File: config.mk
export PLATFORM = sky130hd
export DESIGN_NAME = mixcol_sched_flat
export DESIGN_NICKNAME = d
export VERILOG_FILES = /design/src/rtl/aes_pkg.sv /design/src/rtl/mixcol_sched_if.sv /design/src/rtl/gf_xtime.sv /design/src/rtl/mixcol_sched.sv /design/src/flat_wrapper.sv
export SDC_FILE = /design/constraint.sdc
export NUM_CORES = 1
export LEC_CHECK = 0
export CAP_MARGIN = 30
export CORE_ASPECT_RATIO = 0.7
export CORE_MARGIN = 2
export CORE_UTILIZATION = 25
export CTS_BUF_LIST = sky130_fd_sc_hd__clkbuf_4
export DETAILED_ROUTE_END_ITERATION = 10
export PLACE_DENSITY_LB_ADDON = 0.15
export SLEW_MARGIN = 15
export SYNTH_ARGS = -nofsm -noshare
export SYNTH_HDL_FRONTEND = slang
export SYNTH_SLANG_ARGS = --single-unit
File: constraint.sdc
create_clock -name clk -period 7 [get_ports clk]
set_clock_uncertainty 0.05 [all_clocks]
set_input_delay 1.4 -clock clk [delete_from_list [all_inputs] [get_ports clk]]
set_output_delay 1.4 -clock clk [all_outputs]
set_load 0.005 [all_outputs]
File: src/rtl/aes_pkg.sv
// Shared AES datapath types, constants and byte helpers for the round pipeline.
package aes_pkg;

    localparam logic [7:0] XTIME_POLY = 8'h1b;

    typedef logic [7:0]  byte_t;
    typedef logic [31:0] col_t;

    typedef enum logic [1:0] {IDLE, CALC, DONE} mc_state_t;

    // Byte 0 is the most significant byte of the column.
    function automatic byte_t col_byte(col_t col, logic [1:0] idx);
        byte_t b;
        case (idx)
            2'd0:    b = col[31:24];
            2'd1:    b = col[23:16];
            2'd2:    b = col[15:8];
            default: b = col[7:0];
        endcase
        return b;
    endfunction

    function automatic col_t col_pack(byte_t b0, byte_t b1, byte_t b2, byte_t b3);
        return {b0, b1, b2, b3};
    endfunction

endpackage

File: src/rtl/mixcol_sched_if.sv
// Valid/ready column interface between the round controller and the MixColumns engine.
interface mixcol_sched_if;
    import aes_pkg::*;

    logic in_valid;
    logic in_ready;
    col_t in_col;
    logic out_valid;
    logic out_ready;
    col_t out_col;
    logic busy;

    modport master (
        output in_valid, in_col, out_ready,
        input  in_ready, out_valid, out_col, busy
    );

    modport slave (
        input  in_valid, in_col, out_ready,
        output in_ready, out_valid, out_col, busy
    );

endinterface

File: src/rtl/gf_xtime.sv
// Combinational GF(2^8) multiply-by-two over the AES field polynomial.
module gf_xtime
    import aes_pkg::*;
(
    input  byte_t x,
    output byte_t y
);

    assign y = {x[6:0], 1'b0} ^ (x[7] ? XTIME_POLY : 8'h00);

endmodule

File: src/rtl/mixcol_sched.sv
// Iterative forward MixColumns for one column, sharing N_XT xtime units across
// the four output bytes; one column takes 4/N_XT compute cycles.
module mixcol_sched
    import aes_pkg::*;
#(
    parameter int N_XT = 1
)
(
    input  logic           clk,
    input  logic           rst_n,
    mixcol_sched_if.slave  bus
);

    localparam int NC = 4 / N_XT;
    localparam logic [1:0] LAST_CNT = 2'(NC - 1);

    if (!(N_XT == 1 || N_XT == 2 || N_XT == 4)) begin : g_bad_n_xt
        $error("mixcol_sched: N_XT must be 1, 2 or 4");
    end

    mc_state_t state;
    mc_state_t state_next;
    col_t      col_reg;
    col_t      res_reg;
    col_t      res_next;
    col_t      out_reg;
    logic [1:0] cnt;
    logic      load;
    logic      calc;
    logic      last;
    logic      in_ready;
    logic      out_valid;
    logic      busy;

    logic [N_XT-1:0][7:0] new_byte;
    logic [N_XT-1:0][1:0] new_idx;

    // Unit k produces output byte cnt*N_XT+k from the rotated input bytes.
    for (genvar k = 0; k < N_XT; k++) begin : g_xt
        logic [1:0] idx;
        byte_t a0, a1, a2, a3, xo;

        always_comb begin
            idx = 2'(int'(cnt) * N_XT + k);
            a0  = col_byte(col_reg, idx);
            a1  = col_byte(col_reg, idx + 2'd1);
            a2  = col_byte(col_reg, idx + 2'd2);
            a3  = col_byte(col_reg, idx + 2'd3);
        end

        gf_xtime u_xtime (
            .x (a0 ^ a1),
            .y (xo)
        );

        assign new_byte[k] = xo ^ a1 ^ a2 ^ a3;
        assign new_idx[k]  = idx;
    end

    always_comb begin
        res_next = res_reg;
        for (int k = 0; k < N_XT; k++) begin
            case (new_idx[k])
                2'd0:    res_next[31:24] = new_byte[k];
                2'd1:    res_next[23:16] = new_byte[k];
                2'd2:    res_next[15:8]  = new_byte[k];
                default: res_next[7:0]   = new_byte[k];
            endcase
        end
    end

    assign last = (cnt == LAST_CNT);

    always_ff @(posedge clk or negedge rst_n) begin
        if (!rst_n) begin
            state <= IDLE;
        end else begin
            state <= state_next;
        end
    end

    // In DONE a new column is taken in the same cycle as the output handshake.
    always_comb begin
        state_next = state;
        in_ready   = 1'b0;
        out_valid  = 1'b0;
        busy       = 1'b0;
        load       = 1'b0;
        calc       = 1'b0;
        case (state)
            IDLE: begin
                in_ready = 1'b1;
                if (bus.in_valid) begin
                    load       = 1'b1;
                    state_next = CALC;
                end
            end
            CALC: begin
                busy = 1'b1;
                calc = 1'b1;
                if (last) begin
                    state_next = DONE;
                end
            end
            DONE: begin
                busy      = 1'b1;
                out_valid = 1'b1;
                in_ready  = bus.out_ready;
                if (bus.out_ready) begin
                    if (bus.in_valid) begin
                        load       = 1'b1;
                        state_next = CALC;
                    end else begin
                        state_next = IDLE;
                    end
                end
            end
            default: state_next = IDLE;
        endcase
    end

    // out_reg is only written on the final compute cycle, so it never moves while valid.
    always_ff @(posedge clk or negedge rst_n) begin
        if (!rst_n) begin
            col_reg <= '0;
            res_reg <= '0;
            out_reg <= '0;
            cnt     <= '0;
        end else begin
            if (load) begin
                col_reg <= bus.in_col;
                cnt     <= '0;
            end
            if (calc) begin
                res_reg <= res_next;
                cnt     <= cnt + 2'd1;
                if (last) begin
                    out_reg <= res_next;
                end
            end
        end
    end

    assign bus.in_ready  = in_ready;
    assign bus.out_valid = out_valid;
    assign bus.out_col   = out_reg;
    assign bus.busy      = busy;

endmodule

File: src/flat_wrapper.sv
// flat-port wrapper written by rule: the top's interface ports become plain ports
module mixcol_sched_flat import aes_pkg::*;
#(
    parameter int N_XT = 1
)
  (clk, rst_n, bus_in_valid, bus_in_col, bus_out_ready, bus_in_ready, bus_out_valid, bus_out_col, bus_busy);
  mixcol_sched_if bus_i ();
  input  logic clk;
  input  logic rst_n;
  input wire logic [$bits(bus_i.in_valid)-1:0] bus_in_valid;
  input wire logic [$bits(bus_i.in_col)-1:0] bus_in_col;
  input wire logic [$bits(bus_i.out_ready)-1:0] bus_out_ready;
  output wire logic [$bits(bus_i.in_ready)-1:0] bus_in_ready;
  output wire logic [$bits(bus_i.out_valid)-1:0] bus_out_valid;
  output wire logic [$bits(bus_i.out_col)-1:0] bus_out_col;
  output wire logic [$bits(bus_i.busy)-1:0] bus_busy;
  assign bus_i.in_valid = bus_in_valid;
  assign bus_i.in_col = bus_in_col;
  assign bus_i.out_ready = bus_out_ready;
  assign bus_in_ready = bus_i.in_ready;
  assign bus_out_valid = bus_i.out_valid;
  assign bus_out_col = bus_i.out_col;
  assign bus_busy = bus_i.busy;
  mixcol_sched #(.N_XT(N_XT)) u_core (.clk(clk), .rst_n(rst_n), .bus(bus_i));
endmodule
== Word level (Yosys, flattened, before mapping) ==
Index checks and enable logic that the tools add are counted.

* Add/sub/neg operators: 3
* Equal/unequal tests: 14
* Multiplexer cells: 23
* Bitwise operators: 5
* Reductions and logical operators: 10

{| class="wikitable"
|+ Operators by type and width
! kind !! number
|-
| case mux 8 bit (3 select lines) || 4
|-
| XOR 8 bit || 5
|-
| two-way mux 8 bit || 4
|-
| == test 2 bit (second input constant) || 6
|-
| == test 2 x 1 -> 1 bit (second input constant) || 5
|-
| zero test 2 bit || 5
|-
| two-way mux 2 bit || 5
|-
| two-way mux 1 bit || 6
|-
| case mux 2 bit (3 select lines) || 1
|-
| two-way mux 5 bit || 1
|-
| adder 2 bit (second input constant) || 2
|-
| != test 2 bit (second input constant) || 2
|-
| case mux 1 bit (2 select lines) || 2
|-
| AND reduction 3 bit || 1
|-
| OR reduction 3 bit || 1
|-
| adder 2 x 1 -> 2 bit (second input constant) || 1
|-
| != test 2 x 1 -> 1 bit (second input constant) || 1
|-
| AND reduction 2 bit || 1
|-
| nonzero test 2 bit || 1
|-
| OR reduction 2 bit || 1
|}

* Flip-flop bits (word level): 100
* Input bits: 36
* Output and inout port bits: 35

== Depth between registers and ports, before layout ==
Gate-level depths: netlist (run 1).

* Depth in word-level cells: 10
* Gate-level depth with buffers: 12
* Gate-level depth less buffers: 9

== Cells and area by module ==
A second synthesis (run 1) with hierarchy kept.

* Cells, all modules: 625
* Area, all modules: 5856.9 µm²

{| class="wikitable"
|+ Modules (own cells, without submodules)
! module !! instances !! cells each !! area each (µm²) !! sequential area each (µm²)
|-
| mixcol_sched || 1 || 617 || 5793.1 || 2302.2
|-
| gf_xtime || 1 || 8 || 63.8 || 0.0
|}

== Worst setup path before layout (run 1) ==
Ideal clock, no wire load.

* Kind: input to output
* Start: input port bus_out_ready
* End: output port bus_in_ready
* Data arrival time: 1.574 ns
* Required time: 5.550 ns
* Slack: 3.976 ns
* Stages: 1
* Buffers on the path: 0
* Cells stage by stage: a21o_1

* Word-level cells in the longest chain between the ends: 1

{| class="wikitable"
|+ Ends and longest elaborated chain
! item !! line !! RTL
|-
| from (decl) || flat_wrapper.sv:12 || <nowiki>input wire logic [$bits(bus_i.out_ready)-1:0] bus_out_ready;</nowiki>
|-
| case mux 1 bit (2 select lines) || mixcol_sched.sv:90 || <nowiki>case (state)</nowiki>
|-
| to (decl) || flat_wrapper.sv:13 || <nowiki>output wire logic [$bits(bus_i.in_ready)-1:0] bus_in_ready;</nowiki>
|}

Every way passes these cells.

== Final worst setup path (run 1) ==
Ends and elaborated chain as after synthesis.

==> results of run 1 <==
worst min-delay path: cells and delay by family (launching register included):
kind               cells  cell delay, ps
AOI/OAI and AO/OA      1              60
DFF                    1             370
and+or+nand+nor        1              40
final cells by class:
class | count | area [µm²]
diodes | 1 | 2.50
fillers | 2123 | 14400
repair buffers | 78 | 766
clock buffers | 10 | 75.1
inverters | 14 | 52.6
multi-input cells | 370 | 2660
well taps | 276 | 345
clock inverters | 6 | 95.1
flip-flops and latches | 100 | 2500
final timing paths:
kind	startpoint	end	slack, ps	cells after the start
max in group asynchronous	rst_n	u_core.col_reg[24]	4890	2
max reg2reg	u_core.cnt[1]	u_core.res_reg[24]	3100	9
min reg2reg	u_core.res_reg[24]	u_core.res_reg[24]	440	2
min	u_core.res_reg[24]	u_core.res_reg[24]	440	2
min in group asynchronous	rst_n	u_core.bus.out_col[17]	810	1
max	bus_out_ready	bus_in_ready	3030	3
metal layers:
metal	routed length (µm)	up-vias	global-route usage (%)	share of wire, %
li1	-	2006	-	-
met1	7340	2080	19.3	50
met2	6400	128	20.2	44
met3	774	16	3.54	5.3
met4	168	0	3.59	1.1
met5	0	-	0	0
layout by cell type, fill, tap and decap left out, types with 4 or more instances in the layout:
master,count
o21ai_1,4
a21oi_1,44
nor3b_1,26
ha_1,12
inv_1,13
dfrtp_1,100
clkdlybuf4s50_1,69
mux2_2,32
nand2b_1,4
a222oi_1,33
nand2_1,51
xnor2_1,28
o22ai_1,9
clkbuf_4,10
mux2i_1,12
xnor2_2,5
a221oi_1,4
nor3_1,4
xor2_1,17
o21ai_0,59
buf_4,8
nor2_1,9
nand3_1,4
through the flow:
step / hold slack [ps] / util, %
2_1_floorplan: 392 / -
3_3_place_gp: 404 / 30.2
3_5_place_dp: 413 / 30.2
4_1_cts: 449 / 31.1
5_1_grt: 464 / 31.1
6_report: 443 / 31.1
cells by family after synthesis:
family,after synthesis,share of synthesized area [%]
flip-flops,100,46.8
AND/OR/NAND/NOR,102,9.56
multiplexers,44,8.98
adder cells (fa/ha/maj),12,2.81
buffers and inverters,49,3.53
AO/OA/AOI/OAI,162,19.5
XOR/XNOR,50,8.88
==> results.md, run 1 <==
- Final hold violation count: 0
- Worst-Margin Slew: approximately 970 ps
- Syn Std Cell Area: 5350 µm²
- Post-synthesis net count: 567
- Placer Congestion: 0.749
- CP cell instances: clkdlybuf4s50_1 -> a21o_1 -> clkdlybuf4s50_1
- Non-Filler Instances: 855
- Synthesis-stage register bit count: 100
- Most used cell, CP: clkdlybuf4s50_1
- Max-slew violations: 0
- PortBufs: 70
- Dpl cell area: 6310 µm²
- 1st-iter DRT viols: 391
- Sequential area share after synthesis: 46.8%
- Max Cap Viol: 0
- Place WS: roughly 3000 ps
- Avg WL per Cell: 17.2 µm
- Post-detailed-route count of antenna-violating nets: 0
- Placed wire-length estimate: between 9000 and 10000 µm
- Worst path required time: 5550 ps
- Vias in the first global route: 4285
- Fraction of layout cells with a size suffix above 1: 11.1%
- CTS clock-pin slew for the worst setup and hold paths: 150 ps
- Gr ovfl total: 0
- CP peak stage delay: 500 ps
- Post-cts gate resize count: 0
- Post-CTS Setup Inserts: 0
- Clock sinks: 100
- Area share of the largest cell type after synthesis: between 40% and 50%
- Later-pin clock latency in the skew report: 490 ps
- GRT Total Usage: a little over an eighth
- Critical setup path kind: input pin to output pin
- Ys async rst share: 100%
- Average size of a mapped cell: 10.3 µm²
- Final WL: 14700 µm
- CP max-delay cell: clkdlybuf4s50_1
- Post-Syn Instances: 519
- Clock buffer depth: 2
- Count leader, synth: dfrtp_1
- Fmax: ~250 MHz
- RSZ-0062 raised after global routing: no
- Top delay family on crit path: buffers and inverters
- Slew HR: between 30% and 40%
- Top post-synthesis cells by count: dfrtp_1 (100), o21ai_0 (59), nand2_1 (51), a21oi_1 (44), a222oi_1 (33)
- First-pass GRT wire length: between 20000 and 25000 µm
- Largest net degree at the start of global routing: 62
- HP Class: flop to flop
- Area grow syn2layout: 21.4%
- Synth area leader: dfrtp_1
- Initial antenna violation count: 1
- Die area: 22600 µm²
- EDFF count, synth: 0
- 1st-pass router iterations: 9
- Critical path buffers and inverters: 2
- Vias: 4230
- Core area: 20900 µm²
- Placed Cells: 837
- Main synth FF type: dfrtp_1
- Synthesis Warnings: 0
- Distinct cells, synth: 34
- Die width: 179 µm
- Root buffer cell: clkbuf_4
- Arr. time, crit path: 2520 ps
- CP endpoint kind: output pin
- Max Fanout on Critical Path: 2
- Crit path time final: approximately 4000 ps
- # rows: 44
- Setup violations, final: 0
- Die H: ~130 µm
- Startpoint Class: input pin
- NumNets Final: 621
- CTS tree: built
- Cts-stage hold buffer count: 0
- Synth area leaders: dfrtp_1 (47%), mux2_2 (6.7%), a222oi_1 (6.2%)
- I/O pin cnt: 71
- Tcrit/Tclk final: 56.7%
- H-tree levels: 3
- Status: finished clean
- Vias/cell: 4.95
- Setup TNS: 0 ps
- # DRC: 0
- Final worst slack: 3030 ps
- Starting Density: around 26%
- CTS Buf Count: 9
- Design Area, Final: 6500 µm²
Power of run 1 is not shown: default switching activity piles up to over one toggle a cycle in this logic, so the estimate is an artifact.
==> run 2: changes to the inputs <==
Clock period 7 ns to 3.6 ns, I/O delays scaled along.
==> results.md, run 2 (synthesis gave the netlist of run 1 again) <==
- Status: finished clean (unchanged)
- Placed wire-length estimate: 10800 µm (was 9980 µm)
- Cts-stage hold buffer count: 0 (unchanged)
- CTS Buf Count: 9 (unchanged)
- Clock buffer depth: 2 (unchanged)
- Non-Filler Instances: 868 (was 855)
- CP endpoint kind: flop (was output pin)
- Critical setup path kind: flop to flop (was input pin to output pin)
- NumNets Final: 635 (was 621)
- Die H: 126 µm (unchanged)
- Fraction of layout cells with a size suffix above 1: 13.0% (was 11.1%)
- Arr. time, crit path: 3720 ps (was 2520 ps)
- Starting Density: 25.6% (unchanged)
- Worst-Margin Slew: 731 ps (was 968 ps)
- Vias: 4362 (was 4230)
- Tcrit/Tclk final: 94.5%
- Die width: 179 µm (unchanged)
- CTS clock-pin slew for the worst setup and hold paths: 180 ps (was 150 ps)
- Final hold violation count: 0 (unchanged)
- Commonest non-fill, non-tap cell in the layout: dfrtp_1 (unchanged)
- Gr ovfl total: 0 (unchanged)
- Slew HR: 50.9% (was 35.0%)
- H-tree levels: 3 (unchanged)
- Final WL: 15500 µm (was 14700 µm)
- 1st-pass router iterations: 7 (was 9)
- Post-CTS Setup Inserts: 0 (unchanged)
- Area grow syn2layout: 23.2% (was 21.4%)
- Max Cap Viol: 0 (unchanged)
- Max Fanout on Critical Path: 8 (was 2)
- Avg WL per Cell: 17.9 µm (was 17.2 µm)
- Place WS: 186 ps (was 3030 ps)
- PortBufs: 70 (unchanged)
- 1st-iter DRT viols: 399 (was 391)
- Later-pin clock latency in the skew report: 500 ps (was 490 ps)
- Largest net degree at the start of global routing: 46 (was 62)
- Vias in the first global route: 4323 (was 4285)
- Placer Congestion: 0.802 (was 0.749)
- Root buffer cell: clkbuf_4 (unchanged)
- Most frequent cells in the layout: dfrtp_1 (100), clkdlybuf4s50_1 (69), o21ai_0 (59), nand2_1 (51), a21oi_1 (44) (unchanged)
- # DRC: 0 (unchanged)
- Fmax: slightly below 300 MHz
- Worst path required time: 3910 ps (was 5550 ps)
- # rows: 44 (unchanged)
- CTS tree: built (unchanged)
- Post-cts gate resize count: 0 (unchanged)
- Startpoint Class: flop (was input pin)
- Die area: 22600 µm² (unchanged)
- Initial antenna violation count: 0 (was 1)
- GRT Total Usage: 14.1% (was 13.5%)
- Antenna diode count: 0 (was 1)
- Clock sinks: 100 (unchanged)
- First-pass GRT wire length: 24600 µm (was 23400 µm)
- HP Class: input pin to async pin (was flop to flop)
- Placed Cells: 852 (was 837)
- Crit path time final: 3400 ps
- I/O pin cnt: 71 (unchanged)
- Core area: 20900 µm² (unchanged)
- Setup violations, final: 0 (unchanged)
- Post-detailed-route count of antenna-violating nets: 0 (unchanged)
- Final worst slack: 196 ps (was 3030 ps)
- Max-slew violations: 0 (unchanged)
- Vias/cell: 5.03 (was 4.95)
[run 2: cell types whose count changed in the layout (fill, tap and decap cells not counted), sizes merged]
cell,change
inv,-2
clkinv,+3
diode,-1
bufinv,-2
clkinvlp,+1
buf,+14
[run 2: final timing paths]
path                                     from            endpoint  slack, ps  cells after the start
setup / recovery                u_core.cnt[0]   u_core.res_reg[3]        200                     10
hold / removal                          rst_n  u_core.res_reg[16]        110                      1
setup reg to reg                u_core.cnt[0]   u_core.res_reg[3]        200                     10
hold reg to reg            u_core.res_reg[29]  u_core.res_reg[29]        450                      2
max in group asynchronous               rst_n   u_core.col_reg[3]       2480                      2
min in group clk           u_core.res_reg[29]  u_core.res_reg[29]        450                      2
[run 2: per-stage QoR]
stage	instance area [µm²]	hold WS [ps]	TNS, ps	util, %
global route	6590	105	-8.21	31.6
finish	6590	110	0	31.6
CTS	6550	106	0	31.4
detailed placement	6440	412	0	30.8
global placement	6440	403	0	30.8
floorplan	5350	374	0	-
[run 2: final cells by class]
| cell class | count | area, µm² |
|---|---|---|
| Timing Repair Buffer | 92 | 876 |
| Clock inverter | 6 | 41.3 |
| Fill cell | 2161 | 14300 |
| Tap cell | 276 | 345 |
| Sequential cell | 100 | 2500 |
| Clock buffer | 10 | 75.1 |
| Inverter | 14 | 52.6 |
| Multi-Input combinational cell | 370 | 2700 |
[run 2: layer usage]
metal	global-route usage (%)	part of all wire [%]	vias up
met5	0	0	-
met3	3.60	5.2	12
met4	2.82	1.0	0
li1	-	-	2039
met2	20.6	42	115
met1	21.0	52	2196
[run 2: critical path, stage by stage, from the launching register on]
cell and delay (ps):
dfrtp_1 510, inv_1 150, ha_1 360, buf_4 230, a222oi_1 510, xnor2_1 200
nor2_1 60, a221oi_1 390, xor2_1 410, xnor2_4 240, o21ai_0 160
Power of run 2 is left out for the same reason.
==> run 3: changes to the inputs <==
Settings changed: PLACE_DENSITY_LB_ADDON 0.15 to not set, SKIP_CTS_REPAIR_TIMING set to 1.
==> results.md, run 3 (synthesis gave the netlist of run 1 again) <==
- Final worst slack: 302 ps (was 196 ps)
- Startpoint Class: flop (unchanged)
- Arr. time, crit path: 3560 ps (was 3720 ps)
- Most frequent cells in the layout: dfrtp_1 (100), clkdlybuf4s50_1 (69), o21ai_0 (59), nand2_1 (51), a21oi_1 (44) (unchanged)
- Root buffer cell: clkbuf_4 (unchanged)
- RSZ-0062 raised after global routing: no
- Vias: 4212 (was 4362)
- Initial antenna violation count: 0 (unchanged)
- Vias in the first global route: 4038 (was 4323)
- Clock buffer depth: 2 (unchanged)
- H-tree levels: 3 (unchanged)
- CTS tree: built (unchanged)
- CP cell instances: inv_1 -> ha_1 -> buf_12 -> a222oi_1 -> xor2_1 -> o21ai_0 -> xnor2_1 -> xnor2_1 -> o21ai_0 (was inv_1 -> ha_1 -> buf_4 -> a222oi_1 -> xnor2_1 -> nor2_1 -> a221oi_1 -> xor2_1 -> xnor2_4 -> o21ai_0)
- Final WL: 14200 µm (was 15500 µm)
- First-pass GRT wire length: 23100 µm (was 24600 µm)
- Worst reg2reg endpoint: u_core.res_reg[29] (was u_core.res_reg[3])
- # rows: 44 (unchanged)
- Worst path required time: 3860 ps (was 3910 ps)
- Critical setup path kind: flop to flop (unchanged)
- Slew HR: 43.8% (was 50.9%)
- Fmax: 303 MHz (was 294 MHz)
- NumNets Final: 633 (was 635)
- Met3 WL: 918 µm (was 806 µm)
- CTS Buf Count: 9 (unchanged)
- PortBufs: 70 (unchanged)
- Die area: 22600 µm² (unchanged)
- Commonest non-fill, non-tap cell in the layout: dfrtp_1 (unchanged)
- Met1 wire length: 7260 µm (was 8040 µm)
- # DRC: 0 (unchanged)
- GRT Total Usage: 13.1% (was 14.1%)
- CP endpoint kind: flop (unchanged)
- Crit path time final: 3300 ps (was 3400 ps)
- Place WS: 353 ps (was 186 ps)
- Post-detailed-route count of antenna-violating nets: 0 (unchanged)
- Antenna diode count: 0 (unchanged)
- 1st-pass router iterations: 10 (was 7)
- Placed wire-length estimate: 10200 µm (was 10800 µm)
- Die width: 179 µm (unchanged)
- HP Class: input pin to async pin (unchanged)
- Fraction of layout cells with a size suffix above 1: 12.9% (was 13.0%)
- Vias/cell: 4.86 (was 5.03)
- WHS: 163 ps (was 110 ps)
- Placer Congestion: 0.798 (was 0.802)
- Avg WL per Cell: 16.4 µm (was 17.9 µm)
- Max Cap Viol: 0 (unchanged)
- Starting Density: 25.6% (unchanged)
- Setup TNS: 0 ps (unchanged)
- CP max-delay cell: xnor2_1 (was dfrtp_1)
- R2r startpoint: u_core.cnt[0] (unchanged)
- Critical path buffers and inverters: 2 (unchanged)
- Setup violations, final: 0 (unchanged)
- Core area: 20900 µm² (unchanged)
- Max Fanout on Critical Path: 26 (was 8)
- Final hold violation count: 0 (unchanged)
- Area grow syn2layout: 22.8% (was 23.2%)
- Reg2reg setup slack: 300 ps (was 200 ps)
- 1st-iter DRT viols: 469 (was 399)
- R2R cell count: 9 (was 10)
- CP peak stage delay: 670 ps (was 510 ps)
- Gr ovfl total: 0 (unchanged)
- Tcrit/Tclk final: 91.6% (was 94.5%)
- CTS clock-pin slew for the worst setup and hold paths: 190 ps (was 180 ps)
- Worst-Margin Slew: 836 ps (was 731 ps)
- Max-slew violations: 0 (unchanged)
- Top delay family on crit path: compound AO/OA/AOI/OAI gates (unchanged)
- Top Metal Used: met4 (unchanged)
- Clock sinks: 100 (unchanged)
- Later-pin clock latency in the skew report: 480 ps (was 500 ps)
- Largest net degree at the start of global routing: 51 (was 46)
- Die H: 126 µm (unchanged)
- DR WL met2: 5960 µm (was 6520 µm)
- Status: finished clean (unchanged)
- I/O pin cnt: 71 (unchanged)
- Number of stages on the worst setup path: 9 (was 10)
run 3: cell count changes in the layout (fill, tap and decap cells not counted), sizes merged:
cell | before | now
clkbuf | 10 | 9
inv | 14 | 17
clkinv | 5 | 4
buf | 23 | 21
clkinvlp | 1 | 0
run 3: layer usage:
layer	vias up	GRT usage, %
met2	141	18.3
met1	2023	20.2
li1	2044	-
met4	0	2.30
met3	4	3.24
met5	-	0
run 3: cell type report:
type / count / area, µm²
fill: 2158 / 14300
tap: 276 / 345
clock buffer: 9 / 67.6
clock inverter: 7 / 81.3
inverter: 14 / 52.6
multi-input combinational: 370 / 2660
sequential: 100 / 2500
timing repair buffer: 90 / 861
run 3: worst max-delay path by stage:
stage / startpoint / endpoint / slack (ps)
global route: u_core.cnt[0] / u_core.res_reg[29] / 20
CTS: u_core.cnt[0] / u_core.res_reg[29] / 330
global placement: u_core.cnt[0] / u_core.bus.out_col[3] / 340
detailed placement: u_core.cnt[1] / u_core.res_reg[4] / 350
floorplan: u_core.cnt[0] / u_core.bus.out_col[16] / 790
finish: u_core.cnt[0] / u_core.res_reg[29] / 300
run 3: stage by stage:
| step | util (%) | area [µm²] | instances |
|---|---|---|---|
| floorplan | - | 5350 | 519 |
| global placement | 30.8 | 6420 | 850 |
| detailed placement | 30.8 | 6420 | 850 |
| CTS | 31.5 | 6570 | 866 |
| global route | 31.5 | 6570 | 866 |
| finish | 31.5 | 6570 | 866 |
run 3: worst reg2reg max path, stage by stage, from the launching register on:
cell and delay (ps):
dfrtp_1 490, inv_1 130, ha_1 350, buf_12 220
a222oi_1 530, xor2_1 130, o21ai_0 230, xnor2_1 120
xnor2_1 670, o21ai_0 240
Power of run 3 is left out for the same reason.
